<file path="src/rtl/adc_frontend_ctrl.sv">
// adc_frontend_ctrl
// ADC capture front end: registers raw samples, converts offset-binary to
// two's complement, drives the differential ADC clock and the PGA gain,
// blanks the output stream for a settle window after every gain change,
// and tracks a sticky overrange flag and the peak sample magnitude.
//
// Handshake: there is no back-pressure. A sample leaves on o_data_out every
// clock; o_data_valid qualifies it (low while the PGA is settling) and the
// consumer must take or drop it on that same cycle.
module adc_frontend_ctrl #(
  parameter int DATA_W     = 12,
  parameter int GAIN_W     = 4,
  parameter int SETTLE_CYC = 16,
  parameter int TWOS_COMP  = 1,
  parameter int GAIN_RST   = 0
) (
  input  logic              i_clk,
  input  logic              i_rst,
  input  logic [DATA_W-1:0] i_adc_data,
  input  logic              i_adc_or,
  input  logic [GAIN_W-1:0] i_gain_req,
  input  logic              i_or_clr,
  input  logic              i_peak_clr,
  output logic              o_adc_clk_p,
  output logic              o_adc_clk_n,
  output logic [GAIN_W-1:0] o_gain_out,
  output logic [DATA_W-1:0] o_data_out,
  output logic              o_data_valid,
  output logic              o_gain_busy,
  output logic              o_or_flag,
  output logic [DATA_W-1:0] o_peak_mag
);

  localparam int                CNT_W      = $clog2(SETTLE_CYC) + 1;
  localparam logic [CNT_W-1:0]  L_CNT_INIT = CNT_W'(SETTLE_CYC - 1);
  localparam logic [GAIN_W-1:0] L_GAIN_RST = GAIN_W'(GAIN_RST);
  // Mid-scale raw code: the stage-1 register resets here so the empty
  // pipeline never looks like an out-of-range code.
  localparam logic [DATA_W-1:0] L_MID      = {1'b1, {(DATA_W-1){1'b0}}};

  typedef enum logic {
    ST_IDLE   = 1'b0,
    ST_SETTLE = 1'b1
  } state_t;

  state_t              r_state;
  logic [CNT_W-1:0]    r_cnt;
  logic [GAIN_W-1:0]   r_g1;
  logic [GAIN_W-1:0]   r_g2;
  logic [GAIN_W-1:0]   r_gain;
  logic                r_busy;

  logic [DATA_W-1:0]   r_s1;
  logic                r_v1;
  logic                r_or1;
  logic [DATA_W-1:0]   r_data;
  logic                r_valid;
  logic                r_or_flag;
  logic [DATA_W-1:0]   r_peak;

  logic [DATA_W-1:0]   w_conv;
  logic [DATA_W-1:0]   w_sd;
  logic [DATA_W-1:0]   w_mag;
  logic                w_s1_oor;

  // Differential ADC clock straight from the sample clock, independent of reset.
  assign o_adc_clk_p = i_clk;
  assign o_adc_clk_n = ~i_clk;

  // Stage-1 sample converted for stage 2 (MSB flip when two's complement is selected).
  assign w_conv = (TWOS_COMP != 0) ? {~r_s1[DATA_W-1], r_s1[DATA_W-2:0]} : r_s1;

  // Raw code pinned at either rail counts as overrange.
  assign w_s1_oor = (&r_s1) | ~(|r_s1);

  // Signed view of the stage-2 sample; in pass-through mode the MSB flip
  // turns the offset-binary distance from mid-code into a signed value.
  assign w_sd  = (TWOS_COMP != 0) ? r_data : {~r_data[DATA_W-1], r_data[DATA_W-2:0]};
  // Absolute value; the most negative code negates to 2^(DATA_W-1) which
  // still fits as an unsigned DATA_W-bit number.
  assign w_mag = w_sd[DATA_W-1] ? (~w_sd + 1'b1) : w_sd;

  // Two-flop synchroniser for the asynchronous gain request.
  always_ff @(posedge i_clk or posedge i_rst) begin
    if (i_rst) begin
      r_g1 <= L_GAIN_RST;
      r_g2 <= L_GAIN_RST;
    end else begin
      r_g1 <= i_gain_req;
      r_g2 <= r_g1;
    end
  end

  // Gain FSM: apply a new gain and (re)start the settle window, count it down, then go idle.
  always_ff @(posedge i_clk or posedge i_rst) begin
    if (i_rst) begin
      r_state <= ST_SETTLE;
      r_cnt   <= L_CNT_INIT;
      r_gain  <= L_GAIN_RST;
      r_busy  <= 1'b1;
    end else if (r_g2 != r_gain) begin
      r_gain  <= r_g2;
      r_cnt   <= L_CNT_INIT;
      r_state <= ST_SETTLE;
      r_busy  <= 1'b1;
    end else begin
      case (r_state)
        ST_SETTLE: begin
          if (r_cnt != '0) begin
            r_cnt <= r_cnt - 1'b1;
          end else begin
            r_state <= ST_IDLE;
            r_busy  <= 1'b0;
          end
        end
        default: begin
          r_state <= ST_IDLE;
        end
      endcase
    end
  end

  // Stage 1: capture raw sample, validity (not settling) and overrange pin.
  always_ff @(posedge i_clk or posedge i_rst) begin
    if (i_rst) begin
      r_s1  <= L_MID;
      r_v1  <= 1'b0;
      r_or1 <= 1'b0;
    end else begin
      r_s1  <= i_adc_data;
      r_v1  <= ~r_busy;
      r_or1 <= i_adc_or;
    end
  end

  // Stage 2: converted sample and its validity.
  always_ff @(posedge i_clk or posedge i_rst) begin
    if (i_rst) begin
      r_data  <= '0;
      r_valid <= 1'b0;
    end else begin
      r_data  <= w_conv;
      r_valid <= r_v1;
    end
  end

  // Sticky overrange flag; a new overrange beats a same-cycle clear.
  always_ff @(posedge i_clk or posedge i_rst) begin
    if (i_rst) begin
      r_or_flag <= 1'b0;
    end else if (r_or1 || w_s1_oor) begin
      r_or_flag <= 1'b1;
    end else if (i_or_clr) begin
      r_or_flag <= 1'b0;
    end
  end

  // Peak magnitude of valid samples; a clear restarts from the current valid sample.
  always_ff @(posedge i_clk or posedge i_rst) begin
    if (i_rst) begin
      r_peak <= '0;
    end else if (i_peak_clr) begin
      r_peak <= r_valid ? w_mag : '0;
    end else if (r_valid && (w_mag > r_peak)) begin
      r_peak <= w_mag;
    end
  end

  assign o_gain_out   = r_gain;
  assign o_gain_busy  = r_busy;
  assign o_data_out   = r_data;
  assign o_data_valid = r_valid;
  assign o_or_flag    = r_or_flag;
  assign o_peak_mag   = r_peak;

endmodule

</file>
<file path="config.mk">
export PLATFORM = sky130hd
export DESIGN_NAME = adc_frontend_ctrl
export DESIGN_NICKNAME = d
export VERILOG_FILES = /design/src/rtl/adc_frontend_ctrl.sv
export SDC_FILE = /design/constraint.sdc
export NUM_CORES = 1
export LEC_CHECK = 0
export ABC_AREA = 0
export CAP_MARGIN = 10
export CORE_MARGIN = 8
export CORE_UTILIZATION = 47
export CTS_BUF_LIST = sky130_fd_sc_hd__clkbuf_8
export CTS_CLUSTER_DIAMETER = 50
export DETAILED_ROUTE_END_ITERATION = 10
export PLACE_DENSITY = 0.77
export SYNTH_ARGS = -nofsm -noshare
export SYNTH_HDL_FRONTEND = slang
export SYNTH_SLANG_ARGS = --single-unit
</file>
<file path="constraint.sdc">
create_clock -name i_clk -period 2.8 [get_ports i_clk]
set_input_delay 0.56 -clock i_clk [delete_from_list [all_inputs] [get_ports i_clk]]
set_output_delay 0.56 -clock i_clk [all_outputs]
set_load 0.01 [all_outputs]
</file>
==> summary.md, run 1 <==
| Metric | Value |
|---|---|
| Status | `complete, but fails checks` |
| Failing checks | `negative setup slack` |
| DP HPWL | `3.684 mm` |
| Crit path time final | `around 3 ns` |
| Setup CP Type | `flip-flop to flip-flop` |
| Critical Path Source | `o_data_out[5]$_DFF_PP0_` |
| Yosys reg bits | `59` |
| Remaining global-route overflow | `0` |
| Post-synthesis sequential area ratio | `0.5759` |
| Most used DFF post-synth | `dfrtp_1` |
| Worst hold margin | `roughly 0.35 ns` |
| Antenna violations before repair | `0` |
| Dpl ws | `-0.2030 ns` |
| CP Launch Type | `flip-flop` |
| DR WL/cell | `roughly 14 microns` |
| Vias per cell | `~4.9` |
| Layout cells sized above 1 | `0.2391` |
| CP peak stage delay | `between 0.4 and 0.5 ns` |
| Post-route cell area | `about 3700 sq um` |
| EDFF count, synth | `0` |
| Fin. max-slew vios | `0` |
| Largest net degree at the start of global routing | `60` |
| Count of final setup violators | `12` |
| Async S/R FF share, synth | `1.000` |
| DP Area | `roughly 3300 sq um` |
| Final Util | `0.6826` |
| Ports | `54` |
| DR iter-0 viols | `70` |
| GRT Total Usage | `0.1393` |
| Synthesis Warnings | `0` |
| Total power | `approximately 2.5 mW` |
| Critical-path top delay cell | `or3_4` |
| Lkg Pwr | `~1.6 nW` |
| Clk slew on worst S/H paths | `~0.070 ns` |
| R2r startpoint | `o_data_out[5]$_DFF_PP0_` |
| Worst slew pin tran | `between 0.6 and 0.7 ns` |
| Die area | `roughly 8100 sq um` |
| Number of routed nets with antenna violations | `0` |
| Fin nets | `around 330` |
| Max-Slew Margin vs Limit | `0.5397` |
| Die Height | `90.07 microns` |
| Netlist Area Pre-Place | `2579 sq um` |
| Post-Syn Area per Cell | `roughly 12 sq um` |
| CP most frequent cell | `buf_6` |
| Die X | `approximately 90 microns` |
| IO Port Bufs | `53` |
| Post-Route WL | `5.091 mm` |
| Dpl cells | `between 300 and 400` |
| Critical path, cell by cell | `or3_4, buf_6, o41ai_4, xnor2_2, ha_1, nand4_1, buf_4, a211o_1, a41oi_2, buf_6, mux2_4` |
| # Max-Cap Violations | `0` |
| Final period utilization | `1.053` |
| First-pass GRT wire length | `8.749 mm` |
| Vias in the first global route | `1956` |
| Min-delay src | `r_g1[0]$_DFF_PP0_` |
| Row count | `27` |
| CTS tree | `done` |
| Drt first pass iters | `4` |
| Final TNS setup | `-1.518 ns` |
| HP Class | `flip-flop to flip-flop` |
| Final Hold Vio Count | `0` |
| Initial Utilization | `0.4771` |
| Post-Syn Nets | `between 200 and 250` |
| Worst Setup End Kind | `flip-flop` |
| Required @ worst endpoint | `~3.1 ns` |
| Via Count | `between 1500 and 2000` |
| Worst setup margin | `-0.1481 ns` |
| CP max FO | `6` |
| Peak supply drop | `0.0005873 V` |
| Commonest cells after routing, fill and taps aside | `52 x clkdlybuf4s50_1, 52 x dfrtp_1, 21 x inv_1, 19 x buf_4, 15 x ha_1` |
| Worst Skew | `approximately 0.012 ns` |
| Area growth, synth to finish | `43.09%` |
| Post-synthesis cell type count | `39` |
| Non-filler cells in the finished layout | `approximately 370` |
| DRC errors left | `0` |
| Antenna cell count | `0` |
| RSZ-0062 raised after global routing | `yes` |
| Core Footprint | `roughly 5400 sq um` |
| Fmax achieved | `approximately 340 MHz` |
| Cells after synthesis | `~210` |
| PD cells | `a little under 700 nW/um^2` |
| Worst skew pair latency | `0.45 ns` |
| Placer congestion estimate | `just under 0.8` |
| Worst EP arrival | `roughly 3.3 ns` |
## state kept, by name, summed over array words and instances (netlist names)
signal,flops
r_state,1
r_g1,4
r_v1,1
r_g2,4
r_or1,1
r_s1,12
o_or_flag,1
o_data_valid,1
r_cnt,5
o_data_out,12
o_peak_mag,12
o_gain_busy,1
o_gain_out,4
## kinds of logic (layout without fill, tap and decap cells)
family | after synthesis | count (layout) | synth area share
DFF | 59 | 59 | 0.5759
xor gates and xnor gates | 17 | 17 | 0.05774
buffers and inverters | 33 | 118 | 0.05386
and+or+nand+nor | 45 | 45 | 0.09704
adders and majority gates | 15 | 15 | 0.07278
AOI/OAI and AO/OA | 31 | 31 | 0.08977
muxes | 12 | 12 | 0.05289
## layout make-up
type | instances | area, sq um
clock inverter | 8 | 105.1
multi-input combinational | 120 | 1037
sequential | 59 | 1485
clock buffer | 14 | 183.9
fill | 411 | 1715
tap | 72 | 90.09
timing repair buffer | 75 | 709.4
inverter | 21 | 78.83
## layer usage
layer	up-vias	wire [microns]	GRT usage	part of all wire
li1	887	-	-	-
met1	857	2154	0.1526	0.42
met2	44	2429	0.2074	0.48
met3	13	372	0.06650	0.073
met4	0	135	0.1012	0.027
met5	-	0	0	0
## Yosys cell counts (2+ instances only)
library cell / count / share of area
a21oi_1: 7 / 0.014
o31ai_1: 2 / 0.0058
nand2b_1: 4 / 0.0097
dfstp_2: 7 / 0.071
xor2_1: 5 / 0.017
o211ai_1: 2 / 0.0058
nor4_1: 5 / 0.012
nor3_1: 2 / 0.0039
o21ai_0: 6 / 0.012
nor2_1: 3 / 0.0044
inv_1: 22 / 0.032
nand2_1: 13 / 0.019
nor2b_1: 3 / 0.0073
clkbuf_1: 5 / 0.0073
xnor2_1: 12 / 0.041
o21a_1: 8 / 0.023
ha_1: 15 / 0.073
or3_1: 3 / 0.0073
dfrtp_1: 52 / 0.50
buf_2: 3 / 0.0058
mux2i_1: 2 / 0.0078
nand4_1: 6 / 0.015
mux2_2: 9 / 0.039
## where the power goes
part           leakage (nW)  internal [mW]  switching, mW
combinational         0.804          0.293          0.210
clock                 0.142          0.635          0.400
sequential            0.701          0.922         0.0535
## critical path, delay by kind of cell (launching register included)
family | cells | cell delay [ns]
mux | 1 | 0.30
compound gates | 3 | 0.75
fa+ha+maj | 1 | 0.28
buf+inv | 3 | 0.47
xor+xnor | 1 | 0.11
flops | 1 | 0.38
simple gates | 2 | 0.53
## path summary, 6_finish.rpt
kind / to / slack [ns] / depth (start not counted)
setup / recovery: o_peak_mag[3]$_DFFE_PP0P_ / -0.15 / 11
hold / removal: r_g2[0]$_DFF_PP0_ / 0.35 / 0
setup reg to reg: o_peak_mag[3]$_DFFE_PP0P_ / -0.15 / 11
hold reg to reg: r_g2[0]$_DFF_PP0_ / 0.35 / 0
max in group asynchronous: r_s1[5]$_DFF_PP0_ / 1.72 / 3
min in group asynchronous: o_peak_mag[7]$_DFFE_PP0P_ / 0.62 / 3
## repair_timing
| action | CTS | global route |
|---|---|---|
| gates resized for setup | 17 | 3 |
| setup buffers | 3 | 0 |
| hold endpoints to repair | 0 | 0 |
| endpoints found under the setup margin | 13 | 12 |
| pin swaps | 1 | 1 |
| hold buffers | 0 | 0 |
Power figures use the tool's default switching activity.
==> run 2, diff against run 1 <==
--- a/config.mk
+++ b/config.mk
@@ -6,7 +6,7 @@
 export NUM_CORES = 1
 export LEC_CHECK = 0
 export ABC_AREA = 0
-export CAP_MARGIN = 10
+export CAP_MARGIN = 25
 export CORE_MARGIN = 8
 export CORE_UTILIZATION = 47
 export CTS_BUF_LIST = sky130_fd_sc_hd__clkbuf_8
==> results of run 2 <==
Same layout as run 1: the final DEF is identical, and so are final timing and power.
